===== src/rtl/tpu_tile_sched_if.sv =====
// Handshake and buffer-side bundle for the TPU tile scheduler.
// Optional macro TILE_SCHED_PERF_EN adds the perf_cyc counter output.
interface tpu_tile_sched_if #(
    parameter int ARR   = 4,
    parameter int IDX_W = 8
);
    localparam int ROW_W = (ARR > 1) ? $clog2(ARR) : 1;

    logic             start;
    logic [3:0]       m;
    logic [3:0]       n;
    logic [3:0]       k;
    logic             done;
    logic             busy;
    logic             wr_en_a;
    logic             wr_en_b;
    logic             wr_en_c;
    logic [IDX_W-1:0] addr_a;
    logic [IDX_W-1:0] addr_b;
    logic [IDX_W-1:0] addr_c;
    logic             arr_clear;
    logic             arr_feed;
    logic [ROW_W-1:0] arr_row_sel;
`ifdef TILE_SCHED_PERF_EN
    logic [15:0]      perf_cyc;

    // Job requester side
    modport master (
        output start, m, n, k,
        input  done, busy, wr_en_a, wr_en_b, wr_en_c, addr_a, addr_b, addr_c,
               arr_clear, arr_feed, arr_row_sel, perf_cyc
    );

    // Scheduler side
    modport slave (
        input  start, m, n, k,
        output done, busy, wr_en_a, wr_en_b, wr_en_c, addr_a, addr_b, addr_c,
               arr_clear, arr_feed, arr_row_sel, perf_cyc
    );
`else
    // Job requester side
    modport master (
        output start, m, n, k,
        input  done, busy, wr_en_a, wr_en_b, wr_en_c, addr_a, addr_b, addr_c,
               arr_clear, arr_feed, arr_row_sel
    );

    // Scheduler side
    modport slave (
        input  start, m, n, k,
        output done, busy, wr_en_a, wr_en_b, wr_en_c, addr_a, addr_b, addr_c,
               arr_clear, arr_feed, arr_row_sel
    );
`endif
endinterface


===== src/rtl/tpu_tile_sched.sv =====
// Tile scheduler for the TPU matmul datapath: walks C = A * B in ARR x ARR
// output tiles (nt outer, mt inner), issuing GBUFF_A/GBUFF_B read indices,
// systolic-array clear/feed/row-select strobes and GBUFF_OUT writes.
// Optional macro TILE_SCHED_PERF_EN adds perf_cyc (busy cycles of last job).
module tpu_tile_sched #(
    parameter int ARR     = 4,
    parameter int IDX_W   = 8,
    parameter int DRAIN_C = 7
) (
    input  logic           clk,
    input  logic           rst,
    tpu_tile_sched_if.slave bus
);
    localparam int ROW_W = (ARR > 1) ? $clog2(ARR) : 1;
    localparam logic [IDX_W-1:0] ONE     = IDX_W'(1);
    localparam logic [IDX_W-1:0] ARR_W   = IDX_W'(ARR);
    localparam logic [IDX_W-1:0] DRAIN_L = IDX_W'(DRAIN_C - 1);

    typedef enum logic [2:0] {
        S_IDLE,
        S_CLR,
        S_FEED,
        S_DRAIN,
        S_WRITE,
        S_DONE
    } state_t;

    state_t           state_q, state_d;
    logic [3:0]       m_q, n_q, k_q;
    logic [IDX_W-1:0] mt_q, nt_q, cnt_q;
    logic [IDX_W-1:0] addr_a_q, addr_b_q, addr_c_q;
    logic             feed_q;
    logic             accept, cnt_clr, tile_adv;
    logic [IDX_W-1:0] a_cur, b_cur, c_cur, rows_left, rows;
    logic             last_mt, last_nt;

    // Tile geometry: current indices, rows in this tile, last-tile flags
    always_comb begin
        a_cur     = mt_q * IDX_W'(k_q) + cnt_q;
        b_cur     = nt_q * IDX_W'(k_q) + cnt_q;
        c_cur     = nt_q * IDX_W'(m_q) + mt_q * ARR_W + cnt_q;
        rows_left = IDX_W'(m_q) - mt_q * ARR_W;
        rows      = (rows_left > ARR_W) ? ARR_W : rows_left;
        last_mt   = ((mt_q + ONE) * ARR_W) >= IDX_W'(m_q);
        last_nt   = ((nt_q + ONE) * ARR_W) >= IDX_W'(n_q);
    end

    // State register
    always_ff @(posedge clk or negedge rst) begin
        if (!rst) state_q <= S_IDLE;
        else      state_q <= state_d;
    end

    // Next-state logic and per-phase control pulses
    always_comb begin
        state_d  = state_q;
        accept   = 1'b0;
        cnt_clr  = 1'b0;
        tile_adv = 1'b0;
        case (state_q)
            S_IDLE: begin
                if (bus.start) begin
                    accept  = 1'b1;
                    state_d = (bus.m != 4'd0 && bus.n != 4'd0 && bus.k != 4'd0)
                              ? S_CLR : S_DONE;
                end
            end
            S_CLR: begin
                cnt_clr = 1'b1;
                state_d = S_FEED;
            end
            S_FEED: begin
                if (cnt_q == IDX_W'(k_q) - ONE) begin
                    cnt_clr = 1'b1;
                    state_d = S_DRAIN;
                end
            end
            S_DRAIN: begin
                if (cnt_q == DRAIN_L) begin
                    cnt_clr = 1'b1;
                    state_d = S_WRITE;
                end
            end
            S_WRITE: begin
                if (cnt_q == rows - ONE) begin
                    cnt_clr  = 1'b1;
                    tile_adv = 1'b1;
                    state_d  = (last_mt && last_nt) ? S_DONE : S_CLR;
                end
            end
            S_DONE:  state_d = S_IDLE;
            default: state_d = S_IDLE;
        endcase
    end

    // Phase counter: kk in FEED, drain cycles in DRAIN, row r in WRITE
    always_ff @(posedge clk or negedge rst) begin
        if (!rst) begin
            cnt_q <= '0;
        end else if (cnt_clr || accept) begin
            cnt_q <= '0;
        end else if (state_q == S_FEED || state_q == S_DRAIN || state_q == S_WRITE) begin
            cnt_q <= cnt_q + ONE;
        end
    end

    // Job dimensions captured on accept; tile walk with mt as the inner loop
    always_ff @(posedge clk or negedge rst) begin
        if (!rst) begin
            m_q  <= '0;
            n_q  <= '0;
            k_q  <= '0;
            mt_q <= '0;
            nt_q <= '0;
        end else if (accept) begin
            m_q  <= bus.m;
            n_q  <= bus.n;
            k_q  <= bus.k;
            mt_q <= '0;
            nt_q <= '0;
        end else if (tile_adv) begin
            if (last_mt) begin
                mt_q <= '0;
                nt_q <= nt_q + ONE;
            end else begin
                mt_q <= mt_q + ONE;
            end
        end
    end

    // Address hold registers so indices stay put outside their phase
    always_ff @(posedge clk or negedge rst) begin
        if (!rst) begin
            addr_a_q <= '0;
            addr_b_q <= '0;
            addr_c_q <= '0;
        end else begin
            if (state_q == S_FEED) begin
                addr_a_q <= a_cur;
                addr_b_q <= b_cur;
            end
            if (state_q == S_WRITE) addr_c_q <= c_cur;
        end
    end

    // Buffer read data arrives one cycle after the index is issued
    always_ff @(posedge clk or negedge rst) begin
        if (!rst) feed_q <= 1'b0;
        else      feed_q <= (state_q == S_FEED);
    end

`ifdef TILE_SCHED_PERF_EN
    logic [15:0] perf_q;

    // Busy-cycle counter for the last job, saturating
    always_ff @(posedge clk or negedge rst) begin
        if (!rst) begin
            perf_q <= '0;
        end else if (accept) begin
            perf_q <= '0;
        end else if (state_q != S_IDLE && perf_q != 16'hFFFF) begin
            perf_q <= perf_q + 16'd1;
        end
    end

    assign bus.perf_cyc = perf_q;
`endif

    assign bus.busy        = (state_q != S_IDLE);
    assign bus.done        = (state_q == S_DONE);
    assign bus.arr_clear   = (state_q == S_CLR);
    assign bus.wr_en_c     = (state_q == S_WRITE);
    assign bus.arr_feed    = feed_q;
    assign bus.wr_en_a     = 1'b0;
    assign bus.wr_en_b     = 1'b0;
    assign bus.addr_a      = (state_q == S_FEED)  ? a_cur : addr_a_q;
    assign bus.addr_b      = (state_q == S_FEED)  ? b_cur : addr_b_q;
    assign bus.addr_c      = (state_q == S_WRITE) ? c_cur : addr_c_q;
    assign bus.arr_row_sel = (state_q == S_WRITE) ? cnt_q[ROW_W-1:0] : '0;

endmodule


===== src/flat_wrapper.sv =====
// flat-port wrapper written by rule: the top's interface ports become plain ports
module tpu_tile_sched_flat 
#(
    parameter int ARR     = 4,
    parameter int IDX_W   = 8,
    parameter int DRAIN_C = 7
)
  (clk, rst, bus_start, bus_m, bus_n, bus_k, bus_done, bus_busy, bus_wr_en_a, bus_wr_en_b, bus_wr_en_c, bus_addr_a, bus_addr_b, bus_addr_c, bus_arr_clear, bus_arr_feed, bus_arr_row_sel);
  tpu_tile_sched_if #(.ARR(ARR), .IDX_W(IDX_W)) bus_i ();
  input  logic clk;
  input  logic rst;
  input wire logic [$bits(bus_i.start)-1:0] bus_start;
  input wire logic [$bits(bus_i.m)-1:0] bus_m;
  input wire logic [$bits(bus_i.n)-1:0] bus_n;
  input wire logic [$bits(bus_i.k)-1:0] bus_k;
  output wire logic [$bits(bus_i.done)-1:0] bus_done;
  output wire logic [$bits(bus_i.busy)-1:0] bus_busy;
  output wire logic [$bits(bus_i.wr_en_a)-1:0] bus_wr_en_a;
  output wire logic [$bits(bus_i.wr_en_b)-1:0] bus_wr_en_b;
  output wire logic [$bits(bus_i.wr_en_c)-1:0] bus_wr_en_c;
  output wire logic [$bits(bus_i.addr_a)-1:0] bus_addr_a;
  output wire logic [$bits(bus_i.addr_b)-1:0] bus_addr_b;
  output wire logic [$bits(bus_i.addr_c)-1:0] bus_addr_c;
  output wire logic [$bits(bus_i.arr_clear)-1:0] bus_arr_clear;
  output wire logic [$bits(bus_i.arr_feed)-1:0] bus_arr_feed;
  output wire logic [$bits(bus_i.arr_row_sel)-1:0] bus_arr_row_sel;
  assign bus_i.start = bus_start;
  assign bus_i.m = bus_m;
  assign bus_i.n = bus_n;
  assign bus_i.k = bus_k;
  assign bus_done = bus_i.done;
  assign bus_busy = bus_i.busy;
  assign bus_wr_en_a = bus_i.wr_en_a;
  assign bus_wr_en_b = bus_i.wr_en_b;
  assign bus_wr_en_c = bus_i.wr_en_c;
  assign bus_addr_a = bus_i.addr_a;
  assign bus_addr_b = bus_i.addr_b;
  assign bus_addr_c = bus_i.addr_c;
  assign bus_arr_clear = bus_i.arr_clear;
  assign bus_arr_feed = bus_i.arr_feed;
  assign bus_arr_row_sel = bus_i.arr_row_sel;
  tpu_tile_sched #(.ARR(ARR), .IDX_W(IDX_W), .DRAIN_C(DRAIN_C)) u_core (.clk(clk), .rst(rst), .bus(bus_i));
endmodule

===== config.mk =====
export PLATFORM = sky130hd
export DESIGN_NAME = tpu_tile_sched_flat
export DESIGN_NICKNAME = d
export VERILOG_FILES = /design/src/rtl/tpu_tile_sched_if.sv /design/src/rtl/tpu_tile_sched.sv /design/src/flat_wrapper.sv
export SDC_FILE = /design/constraint.sdc
export NUM_CORES = 1
export LEC_CHECK = 0
export CAP_MARGIN = 20
export CORE_ASPECT_RATIO = 0.6
export CORE_MARGIN = 8
export CORE_UTILIZATION = 55
export CTS_CLUSTER_DIAMETER = 50
export DETAILED_ROUTE_END_ITERATION = 10
export GPL_ROUTABILITY_DRIVEN = 0
export PLACE_DENSITY = 0.76
export SYNTH_ARGS = -nofsm -noshare
export SYNTH_HDL_FRONTEND = slang
export SYNTH_SLANG_ARGS = --single-unit

===== constraint.sdc =====
create_clock -name clk -period 8.4 [get_ports clk]
set_input_delay 1.68 -clock clk [delete_from_list [all_inputs] [get_ports clk]]
set_output_delay 1.68 -clock clk [all_outputs]
set_load 0.01 [all_outputs]

==> run_results.csv <==
group,metric,value,unit
outcome,run_status,"finished, final reports clean",
power,power_switching_share,46.8,%
setup_path,end_kind,"primary output",
global_routing,global_route_wire_length_before_repair,24900,um
yosys,post_synth_mux_area_share,0.773,%
placed_design,place_worst_setup_slack,2.49,ns
power,power.ir.vdd_worst,0.142,mV
layout,antennaDiodeCount,0,
timing,finalHoldViolations,0,
clock_tree,post_cts.resized_instances,0,
yosys,synth_enable_flop_cells,0,
setup_path,critPathLaunchType,"flop",
power,cellPowerDensity,318,nW/um^2
floorplan,fp.dieW,149,um
yosys,synth_ff_type,"sky130_fd_sc_hd__dfrtp_1",
clock_tree,clock_sinks,64,
yosys,postSynthRegisterBits,64,
layout,synthToLayoutAreaGrowth,13.6,%
yosys,synth_top_cell_by_area,"sky130_fd_sc_hd__dfrtp_1",
yosys,syn-mean-instance-area,8.86,um^2
yosys,cell_area_after_technology_mapping,5830,um^2
floorplan,boundaryPins,48,
yosys,synth-adder-area-share,26.1,%
timing,final.min_clock_period,6.30,ns
floorplan,starting_density_of_the_core,55.8,%
layout,layout.cell_area.non_filler,6620,um^2
timing,final.setup.tns,0,ns
layout,area_of_the_multi_input_gates,3840,um^2
clock_tree,post-cts-setup-buffers,0,
yosys,netlist.area_leader.share,27.5,%
clock_tree,tritoncts_clock_tree,"done",
placed_design,detailed_place.area,6350,um^2
power,power.clock.fraction,16.6,%
global_routing,number_of_antenna_violations_at_the_first_check_in_global_routing,0,
floorplan,placeableCoreArea,10500,um^2
clock_tree,total_of_hold_buffers_inserted_after_clock_tree_synthesis,0,
layout,final_layout_size_suffix_gt1_share,4.47,%
layout,seq_area,1600,um^2
floorplan,die_h,95.7,um
setup_path,maximum_fanout_encountered_on_the_critical_timing_path,16,
run,timing.max_cap.violations,0,
yosys,async_flop_share,100,%
timing,final.setup.worst_slack,2.10,ns
floorplan,dieArea,14300,um^2
power,share_seq_of_total_power,27.9,%
drt,drtPass1Iterations,5,
drt,1st_iter_drt_viols,377,
drt,avgRoutedWirePerCell,17.8,um
global_routing,globalRouteOverflowTotal,0,
layout,fin_nets,797,
power,p_int,1.12,mW
timing,worst_clock_skew,0.00774,ns
global_routing,gr-usage-all-layers,22.3,%
yosys,synthDistinctLibCells,54,
clock_tree,depth_of_the_cts_h_tree,3,
drt,drcViolationCount,0,
timing,fmax,159,MHz
clock_tree,cts-buffers-inserted,9,
yosys,yosys.area_share.xor_xnor,7.96,%
timing,setup_viol_count_final,0,
floorplan,floorplan.rows,29,
clock_tree,path_clk_slew,0.06,ns
setup_path,path_class,"reg -> out",
yosys,yosys.area_share.simple,19.8,%
drt,route.final.wire_length,14800,um
layout,final_cell_mix,"sky130_fd_sc_hd__nand2_1, sky130_fd_sc_hd__inv_1, sky130_fd_sc_hd__dfrtp_1, sky130_fd_sc_hd__fa_1, sky130_fd_sc_hd__ha_1",
setup_path,crit_arrival,4.62,ns
global_routing,grt_start_max_net_pins,65,
drt,routed-via-count,4790,
timing,slew_headroom,31.6,%
layout,final_common_cell,"sky130_fd_sc_hd__nand2_1",
drt,viasPerCell,5.75,
timing,fin_crit_sh,75.0,%
min_path,timing.hold.worst.class,"reg -> reg",
placed_design,detailed_place_hpwl,11100,um
yosys,yosys_warnings,0,
setup_path,regToRegSetupSlack,3.71,ns
drt,postRouteAntennaNets,0,
timing,timing_worst_slew_pin_value,1.03,ns
yosys,synth_area_in_compound_gates,11.0,%
yosys,synth_top_family_by_area,"adder cells",
power,power.static_leakage,3.22,nW
layout,num-fill-cells,886,
power,sw_pwr,0.986,mW
clock_tree,clock-root-buffer,"sky130_fd_sc_hd__clkbuf_16",
yosys,synth.yosys.seq_area_share,27.5,%
setup_path,critical_path_required,6.72,ns
timing,finalMaxSlewViolations,0,
clock_tree,max-clock-path-buffers,2,
timing,rsz_0062_raised_after_global_routing,"no",
yosys,synthCells,658,
power,comb_power_share,55.5,%
yosys,synth_top_cells_by_area,"sky130_fd_sc_hd__dfrtp_1, sky130_fd_sc_hd__fa_1, sky130_fd_sc_hd__ha_1, sky130_fd_sc_hd__nand2_1, sky130_fd_sc_hd__xnor2_1",
global_routing,first_global_vias,4958,
clock_tree,worst_skew_late_latency,0.34,ns
placed_design,io_buffers,45,
[power groups by stage]
stage          Combinational (mW)  Sequential, mW  Clock, mW
5_1_grt                      1.32           0.607      0.369
2_1_floorplan               0.853           0.481          0
3_5_place_dp                 1.15           0.586          0
6_report                     1.17           0.588      0.349
4_1_cts                      1.17           0.582      0.354
3_3_place_gp                 1.11           0.578          0
[per-layer routing]
metal | track usage [%] | wire length (um) | vias to the layer above
li1 | - | - | 2201
met1 | 29.3 | 6360 | 2334
met2 | 35.0 | 6600 | 218
met3 | 6.48 | 1550 | 37
met4 | 8.10 | 315 | 0
met5 | 0 | 0 | -
[worst paths after layout]
| check | start | endpoint | cells past startpoint |
|---|---|---|---|
| hold reg to reg | u_core.addr_a_q[1]$_DFF_PN0_ | u_core.addr_a_q[1]$_DFF_PN0_ | 2 |
| hold / removal | u_core.addr_a_q[1]$_DFF_PN0_ | u_core.addr_a_q[1]$_DFF_PN0_ | 2 |
| max in group asynchronous | rst | u_core.addr_c_q[0]$_DFF_PN0_ | 2 |
| min in group asynchronous | rst | u_core.addr_b_q[7]$_DFF_PN0_ | 2 |
| setup reg to reg | u_core.m_q[2]$_DFFE_PN0P_ | u_core.mt_q[7]$_DFFE_PN0P_ | 14 |
| setup / recovery | u_core.nt_q[2]$_DFFE_PN0P_ | bus_addr_b[7] | 13 |
[cell type report]
class                      count  area share (%)
clock inverter                 7           0.737
inverter                      73            4.14
tap                          139            2.63
timing repair buffer          47            6.96
clock buffer                   9            3.40
multi-input combinational    494            57.9
sequential                    64            24.2
[per-stage QoR]
step           power, mW  utilization (%)  cells  hold slack [ns]
2_1_floorplan       1.33                -    659            0.447
3_3_place_gp        1.69             60.7    817            0.456
3_5_place_dp        1.74             60.7    817            0.461
4_1_cts             2.11             63.4    833            0.477
5_1_grt             2.29             63.4    833            0.506
6_report            2.10             63.4    833            0.472
[cell usage after synthesis (all sizes together) (3+ instances only)]
cell / instances
o211ai: 3
o21bai: 3
nand3: 11
dfrtp: 64
nor3: 8
a21o: 10
nand2: 112
fa: 48
nor4: 4
inv: 73
buf: 4
nand2b: 5
xor2: 15
o2111a: 3
ha: 45
a21oi: 27
o21ai: 35
nor2: 38
and3: 9
or3: 7
clkbuf: 24
mux2: 4
o21a: 3
xnor2: 38
nor3b: 3
nand4: 7
and2: 29
[logic make-up after synthesis]
group / count (synthesis)
AO/OA/AOI/OAI: 98
XOR/XNOR: 53
adder cells (fa/ha/maj): 93
buffers and inverters: 101
flip-flops: 64
multiplexers: 4
other: 1
AND/OR/NAND/NOR: 244
[worst max-delay path, cell delays in order, from the launching register on]
cell and delay, ns:
sky130_fd_sc_hd__dfrtp_1 0.69, sky130_fd_sc_hd__nand2_1 0.14, sky130_fd_sc_hd__fa_1 0.49, sky130_fd_sc_hd__fa_1 0.53, sky130_fd_sc_hd__fa_1 0.54, sky130_fd_sc_hd__inv_1 0.05, sky130_fd_sc_hd__ha_1 0.32, sky130_fd_sc_hd__a21o_1 0.16
sky130_fd_sc_hd__a21oi_1 0.22, sky130_fd_sc_hd__o21bai_1 0.09, sky130_fd_sc_hd__a21oi_1 0.18, sky130_fd_sc_hd__xnor2_1 0.08, sky130_fd_sc_hd__o21ai_0 0.21, sky130_fd_sc_hd__clkdlybuf4s50_1 0.59
[state kept, by name (all words and copies together), names as in the netlist]
signal and flops:
u_core.state_q 3, u_core.addr_b_q 8, u_core.cnt_q 8, u_core.n_q 4
u_core.nt_q 8, u_core.m_q 4, u_core.bus.arr_feed 1, u_core.k_q 4
u_core.addr_c_q 8, u_core.addr_a_q 8, u_core.mt_q 8
No activity file was read; power rests on OpenSTA's default activity.
